`src/rtl/axi_wr_arbiter_if.sv`:
```
// Bundle of AW request, W-route and B-completion signals around one master-port write arbiter.
interface axi_wr_arbiter_if #(
    parameter int S_COUNT = 4,
    parameter int ISSUE   = 4
);
    localparam int SEL_W = $clog2(S_COUNT);
    localparam int CNT_W = $clog2(ISSUE + 1);

    logic [S_COUNT-1:0]   req_valid;
    logic [S_COUNT*4-1:0] req_qos;
    logic [S_COUNT-1:0]   req_ready;
    logic                 m_aw_valid;
    logic                 m_aw_ready;
    logic [SEL_W-1:0]     m_aw_sel;
    logic [SEL_W-1:0]     w_sel;
    logic                 w_sel_valid;
    logic                 w_beat;
    logic                 w_last;
    logic                 b_done;
    logic [CNT_W-1:0]     outstanding;

    // master: the arbiter; slave: the crossbar stages around it
    modport master (
        input  req_valid, req_qos, m_aw_ready, w_beat, w_last, b_done,
        output req_ready, m_aw_valid, m_aw_sel, w_sel, w_sel_valid, outstanding
    );

    modport slave (
        output req_valid, req_qos, m_aw_ready, w_beat, w_last, b_done,
        input  req_ready, m_aw_valid, m_aw_sel, w_sel, w_sel_valid, outstanding
    );
endinterface

```
`src/rtl/axi_wr_arbiter.sv`:
```
// Round-robin AW arbiter with in-order W routing FIFO and outstanding-write limit.
// Optional macro AXI_WR_ARB_QOS_EN restricts round-robin to the highest-QoS valid requesters.
//
// state | meaning
// IDLE  | no grant held; arbitrate when a slot and a W-route entry are free
// GRANT | winner presented on master AW until awready
module axi_wr_arbiter #(
    parameter int S_COUNT      = 4,
    parameter int ISSUE        = 4,
    parameter int W_FIFO_DEPTH = 4,
    parameter int SEL_W        = $clog2(S_COUNT),
    parameter int CNT_W        = $clog2(ISSUE + 1)
) (
    input  logic               clk,
    input  logic               rstn,
    axi_wr_arbiter_if.master   bus
);
    localparam int PTR_W = $clog2(W_FIFO_DEPTH);

    typedef enum logic {IDLE = 1'b0, GRANT = 1'b1} state_t;

    state_t             state, state_nxt;
    logic [SEL_W-1:0]   grant, last_grant, winner, idx_sel;
    logic [CNT_W-1:0]   outstanding;
    logic [SEL_W-1:0]   fifo_mem [W_FIFO_DEPTH];
    logic [PTR_W-1:0]   wr_ptr, rd_ptr;
    logic [PTR_W:0]     fifo_cnt;
    logic               fifo_full, fifo_empty;
    logic               aw_hs, push, pop, dec, issue_ok, start, found;
    logic [S_COUNT-1:0] cand;
    int                 idx;

`ifdef AXI_WR_ARB_QOS_EN
    logic [3:0] qos_max;

    always_comb begin
        qos_max = '0;
        for (int i = 0; i < S_COUNT; i++) begin
            if (bus.req_valid[i] && (bus.req_qos[4*i +: 4] > qos_max))
                qos_max = bus.req_qos[4*i +: 4];
        end
    end

    always_comb begin
        cand = '0;
        for (int i = 0; i < S_COUNT; i++)
            cand[i] = bus.req_valid[i] && (bus.req_qos[4*i +: 4] == qos_max);
    end
`else
    logic unused_qos;
    assign unused_qos = ^bus.req_qos;
    assign cand       = bus.req_valid;
`endif

    // first candidate searching upward from last_grant+1, wrapping
    always_comb begin
        winner  = '0;
        found   = 1'b0;
        idx     = 0;
        idx_sel = '0;
        for (int k = 1; k <= S_COUNT; k++) begin
            idx     = (int'(last_grant) + k) % S_COUNT;
            idx_sel = SEL_W'(idx);
            if (!found && cand[idx_sel]) begin
                found  = 1'b1;
                winner = idx_sel;
            end
        end
    end

    assign fifo_empty = (fifo_cnt == '0);
    assign fifo_full  = (fifo_cnt == (PTR_W+1)'(W_FIFO_DEPTH));
    assign issue_ok   = (outstanding < CNT_W'(ISSUE));
    assign start      = (state == IDLE) && (|bus.req_valid) && issue_ok && !fifo_full;
    assign aw_hs      = (state == GRANT) && bus.m_aw_ready;
    assign push       = aw_hs;
    assign pop        = bus.w_beat && bus.w_last && !fifo_empty;
    assign dec        = bus.b_done && (outstanding != '0);

    always_ff @(posedge clk or negedge rstn) begin
        if (!rstn) state <= IDLE;
        else       state <= state_nxt;
    end

    always_comb begin
        state_nxt = state;
        case (state)
            IDLE:    if (start) state_nxt = GRANT;
            GRANT:   if (aw_hs) state_nxt = IDLE;
            default: state_nxt = IDLE;
        endcase
    end

    always_comb begin
        bus.m_aw_valid = (state == GRANT);
        bus.m_aw_sel   = grant;
        bus.req_ready  = '0;
        if (state == GRANT)
            bus.req_ready = {{(S_COUNT-1){1'b0}}, bus.m_aw_ready} << grant;
    end

    always_ff @(posedge clk or negedge rstn) begin
        if (!rstn) begin
            grant       <= '0;
            last_grant  <= SEL_W'(S_COUNT - 1);
            outstanding <= '0;
        end else begin
            if (start) grant <= winner;
            if (aw_hs) last_grant <= grant;
            case ({aw_hs, dec})
                2'b10:   outstanding <= outstanding + CNT_W'(1);
                2'b01:   outstanding <= outstanding - CNT_W'(1);
                default: outstanding <= outstanding;
            endcase
        end
    end

    always_ff @(posedge clk or negedge rstn) begin
        if (!rstn) begin
            wr_ptr   <= '0;
            rd_ptr   <= '0;
            fifo_cnt <= '0;
            for (int i = 0; i < W_FIFO_DEPTH; i++) fifo_mem[i] <= '0;
        end else begin
            if (push) begin
                fifo_mem[wr_ptr] <= grant;
                wr_ptr           <= wr_ptr + PTR_W'(1);
            end
            if (pop) rd_ptr <= rd_ptr + PTR_W'(1);
            case ({push, pop})
                2'b10:   fifo_cnt <= fifo_cnt + (PTR_W+1)'(1);
                2'b01:   fifo_cnt <= fifo_cnt - (PTR_W+1)'(1);
                default: fifo_cnt <= fifo_cnt;
            endcase
        end
    end

    assign bus.w_sel_valid = !fifo_empty;
    assign bus.w_sel       = fifo_mem[rd_ptr];
    assign bus.outstanding = outstanding;
endmodule

```
`src/flat_wrapper.sv`:
```
// flat-port wrapper written by rule: the top's interface ports become plain ports
module axi_wr_arbiter_flat 
#(
    parameter int S_COUNT      = 4,
    parameter int ISSUE        = 4,
    parameter int W_FIFO_DEPTH = 4,
    parameter int SEL_W        = $clog2(S_COUNT),
    parameter int CNT_W        = $clog2(ISSUE + 1)
)
  (clk, rstn, bus_req_valid, bus_req_qos, bus_m_aw_ready, bus_w_beat, bus_w_last, bus_b_done, bus_req_ready, bus_m_aw_valid, bus_m_aw_sel, bus_w_sel, bus_w_sel_valid, bus_outstanding);
  axi_wr_arbiter_if #(.S_COUNT(S_COUNT), .ISSUE(ISSUE)) bus_i ();
  input  logic clk;
  input  logic rstn;
  input wire logic [$bits(bus_i.req_valid)-1:0] bus_req_valid;
  input wire logic [$bits(bus_i.req_qos)-1:0] bus_req_qos;
  input wire logic [$bits(bus_i.m_aw_ready)-1:0] bus_m_aw_ready;
  input wire logic [$bits(bus_i.w_beat)-1:0] bus_w_beat;
  input wire logic [$bits(bus_i.w_last)-1:0] bus_w_last;
  input wire logic [$bits(bus_i.b_done)-1:0] bus_b_done;
  output wire logic [$bits(bus_i.req_ready)-1:0] bus_req_ready;
  output wire logic [$bits(bus_i.m_aw_valid)-1:0] bus_m_aw_valid;
  output wire logic [$bits(bus_i.m_aw_sel)-1:0] bus_m_aw_sel;
  output wire logic [$bits(bus_i.w_sel)-1:0] bus_w_sel;
  output wire logic [$bits(bus_i.w_sel_valid)-1:0] bus_w_sel_valid;
  output wire logic [$bits(bus_i.outstanding)-1:0] bus_outstanding;
  assign bus_i.req_valid = bus_req_valid;
  assign bus_i.req_qos = bus_req_qos;
  assign bus_i.m_aw_ready = bus_m_aw_ready;
  assign bus_i.w_beat = bus_w_beat;
  assign bus_i.w_last = bus_w_last;
  assign bus_i.b_done = bus_b_done;
  assign bus_req_ready = bus_i.req_ready;
  assign bus_m_aw_valid = bus_i.m_aw_valid;
  assign bus_m_aw_sel = bus_i.m_aw_sel;
  assign bus_w_sel = bus_i.w_sel;
  assign bus_w_sel_valid = bus_i.w_sel_valid;
  assign bus_outstanding = bus_i.outstanding;
  axi_wr_arbiter #(.S_COUNT(S_COUNT), .ISSUE(ISSUE), .W_FIFO_DEPTH(W_FIFO_DEPTH), .SEL_W(SEL_W), .CNT_W(CNT_W)) u_core (.clk(clk), .rstn(rstn), .bus(bus_i));
endmodule
```
`config.mk`:
```
export PLATFORM = sky130hd
export DESIGN_NAME = axi_wr_arbiter_flat
export DESIGN_NICKNAME = d
export VERILOG_FILES = /design/src/rtl/axi_wr_arbiter_if.sv /design/src/rtl/axi_wr_arbiter.sv /design/src/flat_wrapper.sv
export SDC_FILE = /design/constraint.sdc
export NUM_CORES = 1
export LEC_CHECK = 0
export CORE_ASPECT_RATIO = 0.6
export CORE_UTILIZATION = 30
export DETAILED_ROUTE_END_ITERATION = 10
export PLACE_DENSITY = 0.61
export SLEW_MARGIN = 30
export SYNTH_ARGS = -nofsm -noshare
export SYNTH_HDL_FRONTEND = slang
export SYNTH_SLANG_ARGS = --single-unit
```
`constraint.sdc`:
```
create_clock -name clk -period 2.3 [get_ports clk]
set_input_delay 0.345 -clock clk [delete_from_list [all_inputs] [get_ports clk]]
set_output_delay 0.345 -clock clk [all_outputs]
set_load 0.03 [all_outputs]
```
### After elaboration in Yosys (flattened, before gate mapping)

Index checks and enable logic that the tools add are counted.

| word-level totals | value |
|---|---|
| register bits | 23 |
| bits of input ports | 26 |
| logic and storage cells | 86 |

| operators by class | value |
|---|---|
| $add $sub $neg | 10 |
| magnitude comparators | 8 |
| equality and inequality tests | 5 |
| shift operators | 1 |
| mux-type cells | 27 |
| bitwise gates (word level) | 3 |
| reductions and logical operators | 21 |

Operator list:

| cell | number |
|---|---|
| 2-to-1 mux 2 bit | 7 |
| < comparator 2 x 3 -> 1 bit, second input constant | 4 |
| one-hot mux 3 bit (2 select lines) | 2 |
| logical AND 1 bit | 11 |
| 2-to-1 mux 1 bit | 9 |
| adder 2 x 1 -> 2 bit, second input constant | 4 |
| binary-select mux 1 bit (select 2 bit) | 4 |
| bitwise mux 8 bit | 1 |
| adder 3 x 1 -> 3 bit, second input constant | 2 |
| greater-or-equal comparator 3 bit, second input constant | 2 |
| NOT 2 -> 3 bit | 2 |
| subtractor 3 x 1 -> 3 bit, second input constant | 2 |
| zero test 1 bit | 5 |
| adder 2 bit, second input constant | 2 |
| binary-select mux 2 bit (select 2 bit) | 1 |
| demux 2 bit (select 2 bit) | 1 |
| equality test 2 x 1 -> 1 bit, second input constant | 2 |
| equality test 2 bit, second input constant | 2 |
| 2-to-1 mux 4 bit | 1 |
| nonzero test 2 bit | 2 |
| OR reduction 4 bit | 1 |
| << shifter 1 x 2 -> 4 bit | 1 |
| equality test 3 bit, second input constant | 1 |
| zero test 3 bit | 1 |
| other kinds (5) | 5 |

### Depth between registers and ports, before layout

Gate-level depths: netlist of the first run.

| depth | value |
|---|---|
| word-level depth | 13 |
| mapped depth | 9 |
| gate-level depth less buffers | 8 |

### Least setup slack after synthesis of the first run

OpenSTA, ideal clock, no wires.

| timing path | value |
|---|---|
| path type | reg-to-output |
| start | reg u_core.state, in the netlist u_core.bus.m_aw_valid |
| end | out bus_req_ready[1] |
| data arrival time | 1.720 ns |
| path slack | 0.235 ns |
| stages on the path, launching flop included | 5 |
| path buffers | 1 |
| path through | dfrtp_1 -> and2_1 -> buf_4 -> inv_2 -> nor3b_1 |

| on the way | value |
|---|---|
| cells in the longest elaborated chain, start to end | 1 |

Ends and longest elaborated chain:

| element | RTL line | RTL |
|---|---|---|
| start: declaration | axi_wr_arbiter.sv:22 | `state_t state, state_nxt;` |
| start signal: assignment | axi_wr_arbiter.sv:82 | `else state <= state_nxt;` |
| 2-to-1 mux 4 bit | axi_wr_arbiter.sv:98 | `if (state == GRANT)` |
| end: declaration | flat_wrapper.sv:20 | `output wire logic [$bits(bus_i.req_ready)-1:0] bus_req_ready;` |

No other way between the ends.

### Final worst setup path of the first run

| timing path | value |
|---|---|
| start | reg u_core.rd_ptr[0] |
| end | out bus_w_sel[1] |

| on the way | value |
|---|---|
| cells in the longest elaborated chain, start to end | 4 |

Ends and longest elaborated chain:

| element | RTL line | RTL |
|---|---|---|
| start: declaration | axi_wr_arbiter.sv:26 | `logic [PTR_W-1:0] wr_ptr, rd_ptr;` |
| start signal: assignment | axi_wr_arbiter.sv:129 | `if (pop) rd_ptr <= rd_ptr + PTR_W'(1);` |
| NOT 2 -> 3 bit (implied by the code) | axi_wr_arbiter.sv:139 | `assign bus.w_sel = fifo_mem[rd_ptr];` |
| binary-select mux 2 bit (select 2 bit) | axi_wr_arbiter.sv:139 |  |
| 2-to-1 mux 2 bit (implied by the code) (2 in a row) | axi_wr_arbiter.sv:139 |  |
| end: declaration | flat_wrapper.sv:23 | `output wire logic [$bits(bus_i.w_sel)-1:0] bus_w_sel;` |

No other way between the ends. The select of a mux whose other input is x is not followed.

==> results.sh, run 1 <==
export IMPL_power_density_nw_per_um2=1420
export IMPL_hpwl_microns=1810
export IMPL_rsz0062_at_grt="no"
export IMPL_crit_chain="mux4_2 -> clkdlybuf4s50_1"
export IMPL_worst_path_largest_cell_delay_ns=0.60
export IMPL_cp_arrival_ns=1.85
export IMPL_r2r_slack_ns=0.32
export IMPL_synth_seq_cells=23
export IMPL_start_util_pct=33.0
export IMPL_clock_latency_ns=0.27
export IMPL_fmax_ghz=0.456
export IMPL_finClkSkew_ns=0.00245
export IMPL_crit_required_ns=1.96
export IMPL_synth_distinct_cells=39
export IMPL_mostFrequentLayoutCells="dfrtp_1 (21), clkdlybuf4s50_1 (17), nand2_1 (13), inv_1 (10)"
export IMPL_r2r_start="u_core.fifo_cnt[0]$_DFFE_PN0P_"
export IMPL_yosysSeqAreaShare_pct=45.5
export IMPL_synth_net_count=145
export IMPL_hold_class="in -> async"
export IMPL_finalSetupViolations=0
export IMPL_ctsLongestPathBuffers=2
export IMPL_final_cell_count_no_fill=192
export IMPL_final_core_util_pct=41.4
export IMPL_drt_iter0_markers=31
export IMPL_endpoint_kind="primary output"
export IMPL_via_per_inst=4.47
export IMPL_slew_headroom_pct=73.6
export IMPL_ys_warnings_count=0
export IMPL_syn_instance_count=111
export IMPL_synth_area_sq_um=1270
export IMPL_dp_cells=188
export IMPL_die_y_microns=52.4
export IMPL_layout_commonest_cell="dfrtp_1"
export IMPL_outcome="complete, no violations"
export IMPL_core_area_sq_um=3850
export IMPL_syn2layout_area_growth_pct=25.6
export IMPL_die_area_sq_um=4510
export IMPL_cap_violations=0
export IMPL_path_max_fanout=4
export IMPL_nNetsFinal=170
export IMPL_htreeDepth=1
export IMPL_place_gp_congestion=0.752
export IMPL_cts_sinks=23
export IMPL_vias=859
export IMPL_ant_nets=0
export IMPL_antenna_found_initial=0
export IMPL_start_kind="register"
export IMPL_gr_total_overflow=0
export IMPL_die_w_microns=86.0
export IMPL_numCtsBuffers=3
export IMPL_cts_root_buf="clkbuf_8"
export IMPL_startpoint="u_core.rd_ptr[0]$_DFFE_PN0P_"
export IMPL_synthArstFlopShare_pct=100
export IMPL_path_class="reg -> out"
export IMPL_numPortBuffers=22
export IMPL_r2r_end="u_core.fifo_cnt[2]$_DFFE_PN0P_"
export IMPL_fin_crit_sh_pct=95.3
export IMPL_slew_viol_final=0
export IMPL_wirelength_microns=2320
export IMPL_tritoncts="done"
export IMPL_worstMarginPinSlew_ns=0.395
export IMPL_rows=17
export IMPL_antenna_cells=0
export IMPL_layout_drive_gt1_share_pct=20.0
export IMPL_syn_avg_cell_area_sq_um=11.4
export IMPL_ir_worst_vdd_mv=0.734
export IMPL_first_pass_iters=3
export IMPL_grtUsageTotal_pct=11.9
export IMPL_io_pins=39
export IMPL_routedWlPerCell_microns=12.1
export IMPL_p_leak_nw=0.701
export IMPL_slowest_stage="clkdlybuf4s50_1"
export IMPL_drc=0
export IMPL_synth_flop_cell="dfrtp_1"
export IMPL_period_needed_ns=2.19
export IMPL_clkTransAtPathRegs_ns=0.08
export IMPL_grt_max_degree=24
export IMPL_synth_edff_count=0
export IMPL_reg2regPathDepth=8
export IMPL_grt_pass1_vias=826
export IMPL_hold_violations=0
export IMPL_setup_tns_final_ns=0
export IMPL_grt_pass1_wl_microns=4030
==> area by class of cell <==
type                            instances  area, sq um
Clock inverter                          1         5.00
Multi-Input combinational cell         73          631
Tap cell                               57         71.3
Sequential cell                        23          578
Fill cell                             372         2250
Inverter                               11         41.3
Timing Repair Buffer                   24          228
Clock buffer                            3         41.3
==> cells in the mapped netlist (2+ instances only) <==
cell | n | share of area (%)
nor2_1 | 7 | 2.1
ha_1 | 6 | 5.9
fa_1 | 2 | 3.2
mux2_2 | 7 | 6.2
nand2_1 | 13 | 3.8
dfrtp_1 | 21 | 41
mux4_2 | 2 | 3.5
a21o_2 | 2 | 1.4
xnor2_1 | 4 | 2.8
inv_1 | 10 | 3.0
dfstp_2 | 2 | 4.1
mux2i_1 | 4 | 3.2
xor2_1 | 5 | 3.4
==> worst max-delay path, delay by kind of cell (launching register included) <==
kind / cells / cell delay (ns)
buffers and inverters: 1 / 0.60
multiplexers: 1 / 0.52
flip-flops: 1 / 0.46
==> stage by stage <==
stage / total power [mW] / hold slack, ns / worst slack, ns / cell area [sq um]
floorplan: 1.65 / 0.0494 / 0.235 / 1270
global placement: 1.98 / 0.485 / 0.119 / 1550
detailed placement: 2.03 / 0.491 / 0.0707 / 1550
CTS: 2.29 / 0.443 / 0.0768 / 1590
global route: 2.44 / 0.449 / 0.0124 / 1600
finish: 2.26 / 0.433 / 0.109 / 1600
==> logic make-up (layout without fill, tap and decap cells) <==
| family | count (synthesis) | in the layout | synth area share [%] |
|---|---|---|---|
| muxes | 14 | 14 | 13.8 |
| DFF | 23 | 23 | 45.5 |
| AOI/OAI and AO/OA | 12 | 12 | 8.87 |
| buffers and inverters | 15 | 39 | 4.83 |
| adders and majority gates | 8 | 8 | 9.06 |
| and+or+nand+nor | 30 | 30 | 11.7 |
| xor gates and xnor gates | 9 | 9 | 6.21 |
==> where the power goes <==
| group | internal [mW] | switching (mW) |
|---|---|---|
| sequential | 0.632 | 0.239 |
| combinational | 0.569 | 0.571 |
| clock | 0.121 | 0.133 |
==> what timing repair did <==
| action | in CTS | in global routing |
|---|---|---|
| hold endpoints to repair | 0 | 0 |
| setup buffers | 0 | 0 |
| setup endpoints to repair | 0 | 1 |
| hold buffers | 0 | 0 |
| resized for setup | 0 | 1 |
==> metal layers <==
| metal | routed length [microns] | track usage [%] |
|---|---|---|
| met1 | 1190 | 16.0 |
| met2 | 1010 | 18.3 |
| met3 | 104 | 4.25 |
| met4 | 16 | 2.50 |
| met5 | 0 | 0 |
==> how the worst max path moves through the flow <==
stage               slack [ns]                                     to
floorplan                 0.24                       bus_req_ready[1]
finish                    0.11                           bus_w_sel[1]
detailed placement        0.07         u_core.fifo_cnt[2]$_DFFE_PN0P_
global placement          0.12  u_core.bus.outstanding[2]$_DFFE_PN0P_
global route              0.01                           bus_w_sel[1]
CTS                       0.08                           bus_w_sel[0]
==> flip-flops by register name (all words and copies together), names as in the netlist <==
name / flops
u_core.bus.outstanding: 3
u_core.fifo_cnt: 3
u_core.rd_ptr: 2
u_core.wr_ptr: 2
u_core.last_grant: 2
u_core.fifo_mem: 8
u_core.bus.m_aw_sel: 2
u_core.bus.m_aw_valid: 1
Power figures use the tool's default switching activity.
==> inputs of run 2 (changes only) <==
--- a/config.mk
+++ b/config.mk
@@ -7,9 +7,11 @@
 export LEC_CHECK = 0
 export CORE_ASPECT_RATIO = 0.6
 export CORE_UTILIZATION = 30
+export CTS_CLUSTER_DIAMETER = 100
 export DETAILED_ROUTE_END_ITERATION = 10
-export PLACE_DENSITY = 0.61
+export PLACE_DENSITY_LB_ADDON = 0.25
 export SLEW_MARGIN = 30
 export SYNTH_ARGS = -nofsm -noshare
 export SYNTH_HDL_FRONTEND = slang
 export SYNTH_SLANG_ARGS = --single-unit
+export TNS_END_PERCENT = 50
==> run 2 against run 1 <==
  * First-iteration DRC count shrank 32%
  * Maximum frequency hardly changed
  * Total power fell by 0.17%
  * Largest power group unchanged
  * Flip-flop and latch count unchanged
  * Sequential share of layout area increased by 0.057 points
  * Register-to-register slack is essentially flat
  * Wire length is 4.5% higher
  * Global-route usage grew 0.68 points
  * Highest routed layer unchanged
  * Non-clock buffer count unchanged
  * Count of clock-buffer cells in the layout did not move
==> results.sh, run 2 (same netlist as run 1, synthesis figures left out) <==
export IMPL_outcome="complete, no violations"
export IMPL_mostFrequentLayoutCells="dfrtp_1 (21), clkdlybuf4s50_1 (18), nand2_1 (13), inv_1 (10)"
export IMPL_cts_setup_buffers=0
export IMPL_dp_cells=188
export IMPL_antenna_cells=0
export IMPL_grtUsageTotal_pct=12.5
export IMPL_vias=864
export IMPL_wirelength_microns=2420
export IMPL_nNetsFinal=170
export IMPL_seq_area_sq_um=578
export IMPL_p_leak_nw=0.693
export IMPL_cp_arrival_ns=1.85
export IMPL_fin_crit_sh_pct=95.2
export IMPL_crit_chain="mux4_2 -> clkdlybuf4s50_1"
export IMPL_top_regs="u_core.fifo_mem x8, u_core.bus.outstanding x3, u_core.fifo_cnt x3"
export IMPL_routedWlPerCell_microns=12.6
export IMPL_via_per_inst=4.50
export IMPL_drt_iter0_markers=21
export IMPL_placed_cell_area_sq_um=1550
export IMPL_rows=17
export IMPL_ctsLongestPathBuffers=2
export IMPL_ctsResizeCount=0
export IMPL_r2r_slack_ns=0.32
export IMPL_finClkSkew_ns=0.00833
export IMPL_slowest_stage="clkdlybuf4s50_1"
export IMPL_finalPower_mw=2.26
export IMPL_finalSetupViolations=0
export IMPL_setup_ws_ns=0.110
export IMPL_path_max_fanout=4
export IMPL_numCtsBuffers=3
export IMPL_tritoncts="done"
export IMPL_core_area_sq_um=3850
export IMPL_r2r_end="u_core.fifo_cnt[2]$_DFFE_PN0P_"
export IMPL_htreeDepth=1
export IMPL_worst_path_largest_cell_delay_ns=0.60
export IMPL_cts_sinks=23
export IMPL_clock_latency_ns=0.26
export IMPL_hold_buffers=0
export IMPL_drc=0
export IMPL_io_pins=39
export IMPL_hold_class="in -> async"
export IMPL_path_class="reg -> out"
export IMPL_die_w_microns=86.0
export IMPL_clkTransAtPathRegs_ns=0.09
export IMPL_grt_max_degree=14
export IMPL_worstMarginPinSlew_ns=0.580
export IMPL_antenna_found_initial=0
export IMPL_largest_reg_flops=8
export IMPL_period_needed_ns=2.19
export IMPL_fmax_ghz=0.457
export IMPL_cts_root_buf="clkbuf_8"
export IMPL_numPortBuffers=22
export IMPL_reg2regPathDepth=8
export IMPL_setup_tns_final_ns=0
export IMPL_syn2layout_area_growth_pct=25.4
export IMPL_hold_violations=0
export IMPL_grt_pass1_vias=896
export IMPL_design_area_sq_um=1590
export IMPL_die_area_sq_um=4510
export IMPL_final_cell_count_no_fill=192
export IMPL_gr_total_overflow=0
export IMPL_layout_drive_gt1_share_pct=20.0
export IMPL_pre_cts_ws_ns=0.0775
export IMPL_slew_headroom_pct=61.2
export IMPL_power_density_nw_per_um2=1420
export IMPL_grt_pass1_wl_microns=4180
export IMPL_hpwl_microns=1910
export IMPL_cap_violations=0
export IMPL_endpoint_kind="primary output"
export IMPL_place_gp_congestion=0.721
export IMPL_first_pass_iters=4
export IMPL_start_util_pct=33.0
export IMPL_start_kind="register"
export IMPL_startpoint="u_core.rd_ptr[0]$_DFFE_PN0P_"
export IMPL_rsz0062_at_grt="no"
export IMPL_die_y_microns=52.4
export IMPL_nFillCells=371
export IMPL_r2r_start="u_core.fifo_cnt[0]$_DFFE_PN0P_"
export IMPL_endpoint="bus_w_sel[0]"
export IMPL_ant_nets=0
export IMPL_largest_register="u_core.fifo_mem"
export IMPL_crit_required_ns=1.96
export IMPL_layout_commonest_cell="dfrtp_1"
export IMPL_ir_worst_vdd_mv=0.594
export IMPL_multi_input_area_sq_um=631
export IMPL_slew_viol_final=0
[run 2: changes by cell type in the layout (fill, tap and decap cells not counted), sizes merged]
cell / delta
dlymetal6s2s: -1
clkdlybuf4s50: +1
[run 2: layer usage]
metal / wire [microns] / global-route usage, % / part of all wire, % / vias up
met5: 0 / 0 / 0 / -
met4: 4 / 2.50 / 0.17 / 0
met3: 127 / 4.25 / 5.2 / 2
met2: 1080 / 20.0 / 45 / 20
met1: 1210 / 16.7 / 50 / 420
li1: - / - / - / 422
[run 2: final cells by class]
type	instances	area share [%]
well taps	57	4.48
multi-input cells	73	39.6
clock inverters	1	0.314
repair buffers	24	14.1
clock buffers	3	2.59
inverters	11	2.59
flip-flops and latches	23	36.3
[run 2: power breakdown]
part	switching (mW)	leakage, nW	internal (mW)	total [mW]
registers	0.237	0.264	0.632	0.869
logic	0.571	0.403	0.571	1.14
clock network	0.129	0.0255	0.121	0.250
[run 2: critical path: cells and delay by family, from the launching register on]
kind / cells / cell delay, ns
buffers and inverters: 1 / 0.60
multiplexers: 1 / 0.52
flip-flops: 1 / 0.46
[run 2: metrics by stage]
stage / utilization (%) / hold slack (ns)
finish: 41.4 / 0.442
global route: 41.4 / 0.468
CTS: 41.4 / 0.453
detailed placement: 40.2 / 0.487
global placement: 40.2 / 0.487
floorplan: - / 0.0494
[run 2: how the worst min path moves through the flow]
stage               slack, ns                             start                                  to
finish                   0.44                              rstn      u_core.fifo_cnt[1]$_DFFE_PN0P_
global route             0.47                              rstn      u_core.fifo_cnt[1]$_DFFE_PN0P_
CTS                      0.45                              rstn      u_core.fifo_cnt[1]$_DFFE_PN0P_
detailed placement       0.49  u_core.last_grant[0]$_DFFE_PN1P_    u_core.last_grant[0]$_DFFE_PN1P_
global placement         0.49  u_core.last_grant[0]$_DFFE_PN1P_    u_core.last_grant[0]$_DFFE_PN1P_
floorplan                0.05                              rstn  u_core.bus.m_aw_sel[0]$_DFFE_PN0P_
==> inputs of run 3 (changes only) <==
--- a/config.mk
+++ b/config.mk
@@ -6,7 +6,7 @@
 export NUM_CORES = 1
 export LEC_CHECK = 0
 export CORE_ASPECT_RATIO = 0.6
-export CORE_UTILIZATION = 30
+export CORE_UTILIZATION = 29
 export CTS_CLUSTER_DIAMETER = 100
 export DETAILED_ROUTE_END_ITERATION = 10
 export PLACE_DENSITY_LB_ADDON = 0.25
==> run 3 against run 2 <==
  * Combinational power about the same
  * Maximum frequency up 0.78%
  * Sequential share of layout area down 0.085 points
  * Highest routed layer unchanged
==> results.sh, run 3 (same netlist as run 1, synthesis figures left out) <==
export IMPL_rows=18
export IMPL_routedWlPerCell_microns=11.7
export IMPL_setup_tns_final_ns=0
export IMPL_die_area_sq_um=4660
export IMPL_via_per_inst=4.36
export IMPL_htreeDepth=1
export IMPL_tritoncts="done"
export IMPL_swShare_pct=41.2
export IMPL_outcome="complete, no violations"
export IMPL_ant_nets=0
export IMPL_numCtsBuffers=3
export IMPL_pre_cts_ws_ns=0.0604
export IMPL_die_y_microns=53.3
export IMPL_clock_latency_ns=0.26
export IMPL_ctsLongestPathBuffers=2
export IMPL_fin_crit_sh_pct=94.5
export IMPL_cts_setup_buffers=0
export IMPL_cp_arrival_ns=1.83
export IMPL_grt_max_degree=24
export IMPL_io_pins=39
export IMPL_finalSetupViolations=0
export IMPL_largest_reg_flops=8
export IMPL_top_regs="u_core.fifo_mem x8, u_core.bus.outstanding x3, u_core.fifo_cnt x3"
export IMPL_numPortBuffers=22
export IMPL_clkTransAtPathRegs_ns=0.08
export IMPL_ir_worst_vdd_mv=0.609
export IMPL_path_max_fanout=4
export IMPL_cts_sinks=23
export IMPL_drc=0
export IMPL_final_core_util_pct=38.5
export IMPL_dp_cells=191
export IMPL_mostFrequentLayoutCells="dfrtp_1 (21), clkdlybuf4s50_1 (18), nand2_1 (13), inv_1 (10)"
export IMPL_clkPwrFrac_pct=10.9
export IMPL_finalPower_mw=2.26
export IMPL_cap_violations=0
export IMPL_place_gp_congestion=0.734
export IMPL_hold_ws_ns=0.435
export IMPL_start_util_pct=30.6
export IMPL_layout_drive_gt1_share_pct=20.0
export IMPL_nFillCells=422
export IMPL_grt_pass1_wl_microns=3800
export IMPL_final_cell_count_no_fill=195
export IMPL_die_w_microns=87.4
export IMPL_p_seq_share_pct=38.4
export IMPL_p_int_mw=1.33
export IMPL_core_area_sq_um=4140
export IMPL_worstMarginPinSlew_ns=0.395
export IMPL_hold_buffers=0
export IMPL_grtUsageTotal_pct=11.0
export IMPL_slew_viol_final=0
export IMPL_drt_iter0_markers=33
export IMPL_largest_register="u_core.fifo_mem"
export IMPL_endpoint_kind="primary output"
export IMPL_first_pass_iters=4
export IMPL_period_needed_ns=2.17
export IMPL_rsz0062_at_grt="no"
export IMPL_power_density_nw_per_um2=1410
export IMPL_hold_violations=0
export IMPL_cts_root_buf="clkbuf_8"
export IMPL_p_leak_nw=0.693
export IMPL_nNetsFinal=170
export IMPL_gr_total_overflow=0
export IMPL_hpwl_microns=1770
export IMPL_finClkSkew_ns=0.00412
export IMPL_hold_class="in -> async"
export IMPL_setup_ws_ns=0.126
export IMPL_design_area_sq_um=1600
export IMPL_ctsResizeCount=0
export IMPL_wirelength_microns=2280
export IMPL_vias=850
export IMPL_start_kind="register"
export IMPL_antenna_cells=0
export IMPL_fmax_ghz=0.460
export IMPL_p_sw_mw=0.930
export IMPL_path_class="reg -> out"
export IMPL_grt_pass1_vias=828
export IMPL_layout_commonest_cell="dfrtp_1"
export IMPL_slew_headroom_pct=73.7
export IMPL_placed_cell_area_sq_um=1550
export IMPL_antenna_found_initial=0
export IMPL_crit_required_ns=1.96
export IMPL_syn2layout_area_growth_pct=25.7
export IMPL_comb_power_share_pct=50.7
==> run 3: path summary, 6_finish.rpt <==
kind | slack (ns) | cells past startpoint | from | endpoint
setup reg to reg | 0.34 | 8 | u_core.fifo_cnt[0]$_DFFE_PN0P_ | u_core.fifo_cnt[2]$_DFFE_PN0P_
max in group asynchronous | 1.58 | 2 | rstn | u_core.last_grant[0]$_DFFE_PN1P_
setup / recovery | 0.13 | 2 | u_core.rd_ptr[0]$_DFFE_PN0P_ | bus_w_sel[1]
hold reg to reg | 0.51 | 2 | u_core.last_grant[0]$_DFFE_PN1P_ | u_core.last_grant[0]$_DFFE_PN1P_
min in group clk | 0.51 | 2 | u_core.last_grant[0]$_DFFE_PN1P_ | u_core.last_grant[0]$_DFFE_PN1P_
hold / removal | 0.43 | 2 | rstn | u_core.rd_ptr[1]$_DFFE_PN0P_
==> run 3: per-layer routing <==
metal	GRT usage, %	vias up	wire (microns)
met5	0	-	0
met4	1.64	0	4
met3	4.37	2	134
met2	17.6	17	995
met1	14.4	409	1140
li1	-	422	-
==> run 3: critical path, stage by stage (launching register included) <==
cell	delay, ns
dfrtp_1	0.44
mux4_2	0.52
clkdlybuf4s50_1	0.61
==> run 3: power by group through the flow <==
| stage | Sequential (mW) | Combinational [mW] | Clock (mW) |
|---|---|---|---|
| final | 0.865 | 1.14 | 0.247 |
| after CTS | 0.871 | 1.16 | 0.261 |
| after floorplan | 0.881 | 0.771 | 0 |
| after global placement | 0.867 | 1.11 | 0 |
| after global routing | 0.904 | 1.25 | 0.278 |
| after detailed placement | 0.878 | 1.15 | 0 |
==> run 3: cell type report <==
cell class              count  area [sq um]  area share (%)
multi-input cells          73           631            39.5
flip-flops and latches     23           578            36.2
well taps                  60          75.1            4.70
clock buffers               3          41.3            2.59
clock inverters             1          5.00           0.313
repair buffers             24           225            14.1
inverters                  11          41.3            2.59
